$ cat config.mk
export PLATFORM = sky130hd
export DESIGN_NAME = aer_in_tx
export DESIGN_NICKNAME = d
export VERILOG_FILES = /design/src/rtl/aer_in_tx.sv
export SDC_FILE = /design/constraint.sdc
export NUM_CORES = 1
export LEC_CHECK = 0
export BUFFER_PORTS_ARGS = -buffer_cell sky130_fd_sc_hd__buf_4
export CAP_MARGIN = 20
export CORE_MARGIN = 1.5
export CORE_UTILIZATION = 60
export DETAILED_ROUTE_END_ITERATION = 8
export HOLD_SLACK_MARGIN = 0.12
export PLACE_DENSITY = 0.78
export SLEW_MARGIN = 20
export SYNTH_ARGS = -nofsm -noshare
export SYNTH_HDL_FRONTEND = slang
export SYNTH_SLANG_ARGS = --single-unit
$ cat constraint.sdc
create_clock -name CLK -period 7.6 [get_ports CLK]
set_clock_uncertainty 0.15 [all_clocks]
set_input_delay 2.28 -clock CLK [delete_from_list [all_inputs] [get_ports CLK]]
set_output_delay 2.28 -clock CLK [all_outputs]
set_load 0.05 [all_outputs]
$ cat src/rtl/aer_in_tx.sv
// AER input-link transmitter: buffers host spike addresses in a small FIFO and
// drives them onto the core's AERIN port with a 4-phase REQ/ACK handshake.
module aer_in_tx #(
    parameter int AER_WIDTH   = 12,
    parameter int FIFO_DEPTH  = 16,
    parameter int ACK_TIMEOUT = 255,
    parameter int CNT_WIDTH   = 16
) (
    input  logic                 CLK,
    input  logic                 RST,
    input  logic                 EVT_VALID,
    input  logic [AER_WIDTH-1:0] EVT_ADDR,
    input  logic                 EVT_LAST,
    output logic                 EVT_READY,
    output logic [AER_WIDTH-1:0] AERIN_ADDR,
    output logic                 AERIN_REQ,
    input  logic                 AERIN_ACK,
    output logic                 BUSY,
    output logic                 TX_DONE,
    output logic [CNT_WIDTH-1:0] EVT_CNT,
    output logic                 TIMEOUT_ERR,
    output logic [2:0]           FSM_STATE
);

    // Handshake: a FIFO entry moves on EVT_VALID && EVT_READY at a rising edge.
    // On the AER side REQ rises only after one address-setup cycle, falls on the
    // edge ACK=1 is sampled, and the event completes on the edge ACK=0 is sampled.

    localparam int PTR_W = $clog2(FIFO_DEPTH);
    localparam int TMO_W = $clog2(ACK_TIMEOUT + 1);

    typedef enum logic [2:0] {
        S_IDLE   = 3'd0,
        S_SETUP  = 3'd1,
        S_REQ_HI = 3'd2,
        S_REQ_LO = 3'd3,
        S_ERR    = 3'd4
    } state_t;

    state_t state, state_nx;

    logic [AER_WIDTH:0]   fifo_mem [FIFO_DEPTH];
    logic [PTR_W:0]       wr_ptr, rd_ptr;
    logic                 fifo_empty, fifo_full;
    logic                 push, pop;
    logic [AER_WIDTH:0]   fifo_head;

    logic [AER_WIDTH-1:0] addr_q;
    logic                 last_q;
    logic                 req_q;
    logic                 done_q;
    logic [CNT_WIDTH-1:0] cnt_q;
    logic                 sample_end_q;
    logic                 err_q;
    logic [TMO_W-1:0]     tmo_cnt;
    logic                 tmo_hit;
    logic                 hs_done, tmo_clr, tmo_inc;

    // Pointers carry one extra wrap bit so full and empty are distinguishable.
    assign fifo_empty = (wr_ptr == rd_ptr);
    assign fifo_full  = (wr_ptr[PTR_W] != rd_ptr[PTR_W]) &&
                        (wr_ptr[PTR_W-1:0] == rd_ptr[PTR_W-1:0]);
    assign fifo_head  = fifo_mem[rd_ptr[PTR_W-1:0]];
    assign push       = EVT_VALID && !fifo_full;

    always_ff @(posedge CLK) begin
        if (!RST) begin
            wr_ptr <= '0;
            rd_ptr <= '0;
        end else begin
            if (push) wr_ptr <= wr_ptr + 1'b1;
            if (pop)  rd_ptr <= rd_ptr + 1'b1;
        end
    end

    always_ff @(posedge CLK) begin
        if (push) fifo_mem[wr_ptr[PTR_W-1:0]] <= {EVT_LAST, EVT_ADDR};
    end

    // The counter reaches ACK_TIMEOUT on the edge that leaves for ERR.
    assign tmo_hit = (tmo_cnt == TMO_W'(ACK_TIMEOUT - 1));

    always_ff @(posedge CLK) begin
        if (!RST) state <= S_IDLE;
        else      state <= state_nx;
    end

    always_comb begin
        state_nx = state;
        case (state)
            S_IDLE:   if (!fifo_empty) state_nx = S_SETUP;
            S_SETUP:  state_nx = S_REQ_HI;
            S_REQ_HI: begin
                if (AERIN_ACK)    state_nx = S_REQ_LO;
                else if (tmo_hit) state_nx = S_ERR;
            end
            S_REQ_LO: begin
                if (!AERIN_ACK)   state_nx = fifo_empty ? S_IDLE : S_SETUP;
                else if (tmo_hit) state_nx = S_ERR;
            end
            S_ERR:    state_nx = S_ERR;
            default:  state_nx = S_IDLE;
        endcase
    end

    always_comb begin
        pop     = 1'b0;
        hs_done = 1'b0;
        tmo_clr = 1'b0;
        tmo_inc = 1'b0;
        case (state)
            S_IDLE:   pop = !fifo_empty;
            S_SETUP:  tmo_clr = 1'b1;
            S_REQ_HI: begin
                if (AERIN_ACK) tmo_clr = 1'b1;
                else           tmo_inc = 1'b1;
            end
            S_REQ_LO: begin
                if (!AERIN_ACK) begin
                    hs_done = 1'b1;
                    pop     = !fifo_empty;
                end else begin
                    tmo_inc = 1'b1;
                end
            end
            default: ;
        endcase
    end

    always_ff @(posedge CLK) begin
        if (!RST) begin
            addr_q       <= '0;
            last_q       <= 1'b0;
            req_q        <= 1'b0;
            done_q       <= 1'b0;
            cnt_q        <= '0;
            sample_end_q <= 1'b0;
            err_q        <= 1'b0;
            tmo_cnt      <= '0;
        end else begin
            req_q  <= (state_nx == S_REQ_HI);
            done_q <= hs_done && last_q;
            if (pop) begin
                addr_q <= fifo_head[AER_WIDTH-1:0];
                last_q <= fifo_head[AER_WIDTH];
            end
            // A completion after a sample boundary starts the next sample at 1.
            if (hs_done) begin
                sample_end_q <= last_q;
                if (sample_end_q)      cnt_q <= CNT_WIDTH'(1);
                else if (cnt_q != '1)  cnt_q <= cnt_q + 1'b1;
            end
            if (state_nx == S_ERR) err_q <= 1'b1;
            if (tmo_clr)      tmo_cnt <= '0;
            else if (tmo_inc) tmo_cnt <= tmo_cnt + 1'b1;
        end
    end

    assign EVT_READY   = !fifo_full;
    assign AERIN_ADDR  = addr_q;
    assign AERIN_REQ   = req_q;
    assign BUSY        = (state != S_IDLE) || !fifo_empty;
    assign TX_DONE     = done_q;
    assign EVT_CNT     = cnt_q;
    assign TIMEOUT_ERR = err_q;
    assign FSM_STATE   = state;

endmodule
==> flow_summary.ini <==
[outcome]
status = finished clean

[die]
io_pins = 53
die_x_um = 135
die_area_mm2 = 0.0182
fp.coreArea_mm2 = 0.0171
initial_core_util_pct = 61.0
num_rows = 48
chipHeight_um = 135

[clock_network]
cts_inserted_buffers = 26
clkSinkCount = 262
cts_setup_buffers = 0
cts_resized = 0
h_tree_level_count = 1
cts_hold_repair.buffers = 0
cts_tree = done
clock-root-buffer = sky130_fd_sc_hd__clkbuf_16
cts.clk_slew.worst_paths_ns = 0.06
cts_buffer_depth = 3
clock_latency_ns = 0.53

[route]
drt_pass_1_iters = 5
antenna_violating_nets_post_route = 0
via_count = 5700
via_per_inst = 6.24
detailedRoute.firstIterationViolations = 489
postRouteWirelength_um = 20800
wire_per_inst_um = 22.8
drcViolationCount = 0

[yosys]
ys_warns = 0
synth_enable_flop_cells = 208
yosys.cell_types.count = 52
synth_ff_type = sky130_fd_sc_hd__edfxtp_1
post_synth.cell_area_avg_um2 = 16.9
mappedNetlistArea_mm2 = 0.0104
ffs_latches_synth = 262
synthesis.instances = 619
mappedNetlistNets = 644
synth-async-reset-ratio_pct = 0
synth_seq_area_share_pct = 70.2

[sta]
slew_violations = 0
worst-slew-pin-transition_ns = 1.01
hold_violations = 0
totalNegativeSetupSlack_ns = 0
post-route-period-util_pct = 60.4
report.final.setup_viol = 0
grt_setup_unrepaired = false
slew_headroom_pct = 32.7
hold_ws_ns = 0.303
min_period_ns = 4.59
achievable-frequency_mhz = 218

[placement]
buffer_ports.inserted = 52
gpl.final_weighted_congestion = 0.889
placed_cells_incl_taps = 866
detailed_place_hpwl_um = 12300
placed_area_mm2 = 0.0110

[grt]
first_global_vias = 5786
initial_antenna_violation_count = 0
grt_max_degree = 56
grtUsageTotal_pct = 23.7
grt_pass1_wl_um = 32000
grt.overflow.total = 0

[critical_path]
critical_path.endpoint_type = primary output
worst_path_dominant_cell_family = simple AND/OR/NAND/NOR gates
crit_path_max_fanout = 9
crit_slowest_cell = sky130_fd_sc_hd__dfxtp_1
cp_num_buf_inv = 1
cpPeakStageDelay_ns = 0.58
worst_ep_arrival_time_ns = 2.16
timing.critical_path.cells = xor2_1 > nor4_4 > nand3_1 > buf_4
worstSetupPathType = reg2out
worst_endpoint_required_time_ns = 5.17
timing.critical_path.from_type = flip-flop

[finish]
final_common_cell = sky130_fd_sc_hd__edfxtp_1
layout.core_utilization_pct = 69.1
layout.cell_area.non_filler_mm2 = 0.0118
instances_no_fill = 914
syn2layout_area_growth_pct = 13.4
commonest_non_fill_non_tap_cells_in_the_layout = sky130_fd_sc_hd__edfxtp_1 (208), sky130_fd_sc_hd__buf_4 (53), sky130_fd_sc_hd__dfxtp_1 (52), sky130_fd_sc_hd__mux4_2 (52), sky130_fd_sc_hd__nor2_1 (49)
fin_nets = 695
antennaDiodeCount = 0
final_layout_size_suffix_gt1_share_pct = 23.2
fillerInstances = 1109

[pwr]
total_leakage_power_nw = 3.97
power_density_mw_per_mm2 = 304
ir_worst_vdd_v = 0.000357

[job]
max_cap_violations = 0

[worst_hold_path]
worstHoldPathType = reg2reg
[worst register-to-register path, delay by kind of cell, from the launching register on]
family | cells | cell delay [ns]
xor+xnor | 1 | 0.29
flops | 1 | 0.58
simple gates | 3 | 1.04
compound gates | 1 | 0.61
[metrics by stage]
stage	setup slack, ns	total power [W]
global route	2.89	0.00373
detailed placement	3.06	0.00241
floorplan	3.41	0.00223
global placement	3.16	0.00239
finish	3.01	0.00360
CTS	3.01	0.00362
[per-layer routing]
metal  wire length [um]  share of wire, %  global-route usage (%)
met1               8440                41                    33.2
met2              10300                50                    39.1
met3               1550               7.5                    3.90
met4                483               2.3                    6.93
met5                  0                 0                       0
[registers in the layout (all words and copies together) (netlist names)]
register	count
AERIN_ADDR	12
AERIN_REQ	1
EVT_CNT	16
FSM_STATE	3
TIMEOUT_ERR	1
TX_DONE	1
fifo_mem	208
last_q	1
rd_ptr	5
sample_end_q	1
tmo_cnt	8
wr_ptr	5
[synthesized netlist by cell type, types with 7 or more instances]
cell type	count	area share, %
sky130_fd_sc_hd__mux4_2	52	11
sky130_fd_sc_hd__dfxtp_1	54	10
sky130_fd_sc_hd__inv_1	7	0.25
sky130_fd_sc_hd__and3_1	18	1.1
sky130_fd_sc_hd__clkbuf_1	16	0.58
sky130_fd_sc_hd__xnor2_1	13	1.1
sky130_fd_sc_hd__xor2_1	17	1.4
sky130_fd_sc_hd__buf_2	10	0.48
sky130_fd_sc_hd__nand3_1	8	0.38
sky130_fd_sc_hd__mux2i_1	7	0.67
sky130_fd_sc_hd__nand2b_1	7	0.42
sky130_fd_sc_hd__o22ai_1	13	0.78
sky130_fd_sc_hd__a22o_1	24	2.0
sky130_fd_sc_hd__nand2_1	36	1.3
sky130_fd_sc_hd__edfxtp_1	208	60
sky130_fd_sc_hd__ha_1	8	0.96
sky130_fd_sc_hd__nor2_1	49	1.8
[cell families after synthesis]
| logic type | share of synthesized area [%] |
|---|---|
| buffers and inverters | 1.72 |
| adders and majority gates | 0.960 |
| DFF | 70.2 |
| AOI/OAI and AO/OA | 5.01 |
| muxes | 11.9 |
| and+or+nand+nor | 7.66 |
| xor gates and xnor gates | 2.52 |
[power by group]
part	internal (W)	switching (W)	leakage [nW]
Combinational	0.000292	0.000424	1.25
Clock	0.000706	0.000518	0.398
Sequential	0.00161	0.0000522	2.32
Total	0.00261	0.000995	3.97
[cell type report]
type                            count  area [um^2]  area share [%]
Inverter                            8         30.0           0.254
Clock buffer                       36          729            6.16
Multi-Input combinational cell    317         2940            24.9
Clock inverter                     11         97.6           0.825
Tap cell                          225          282            2.38
Timing Repair Buffer               55          420            3.55
Sequential cell                   262         7330            62.0
[worst paths after layout]
kind                            start                        to  slack, ns  cells past startpoint
max reg2reg    wr_ptr[2]$_SDFFE_PN0P_  fifo_mem[3][7]$_DFFE_PP_       4.55                      5
min          TIMEOUT_ERR$_SDFFE_PN0N_  TIMEOUT_ERR$_SDFFE_PN0N_       0.30                      2
max            wr_ptr[2]$_SDFFE_PN0P_                      BUSY       3.01                      4
min reg2reg  TIMEOUT_ERR$_SDFFE_PN0N_  TIMEOUT_ERR$_SDFFE_PN0N_       0.30                      2
Power figures use the tool's default switching activity.
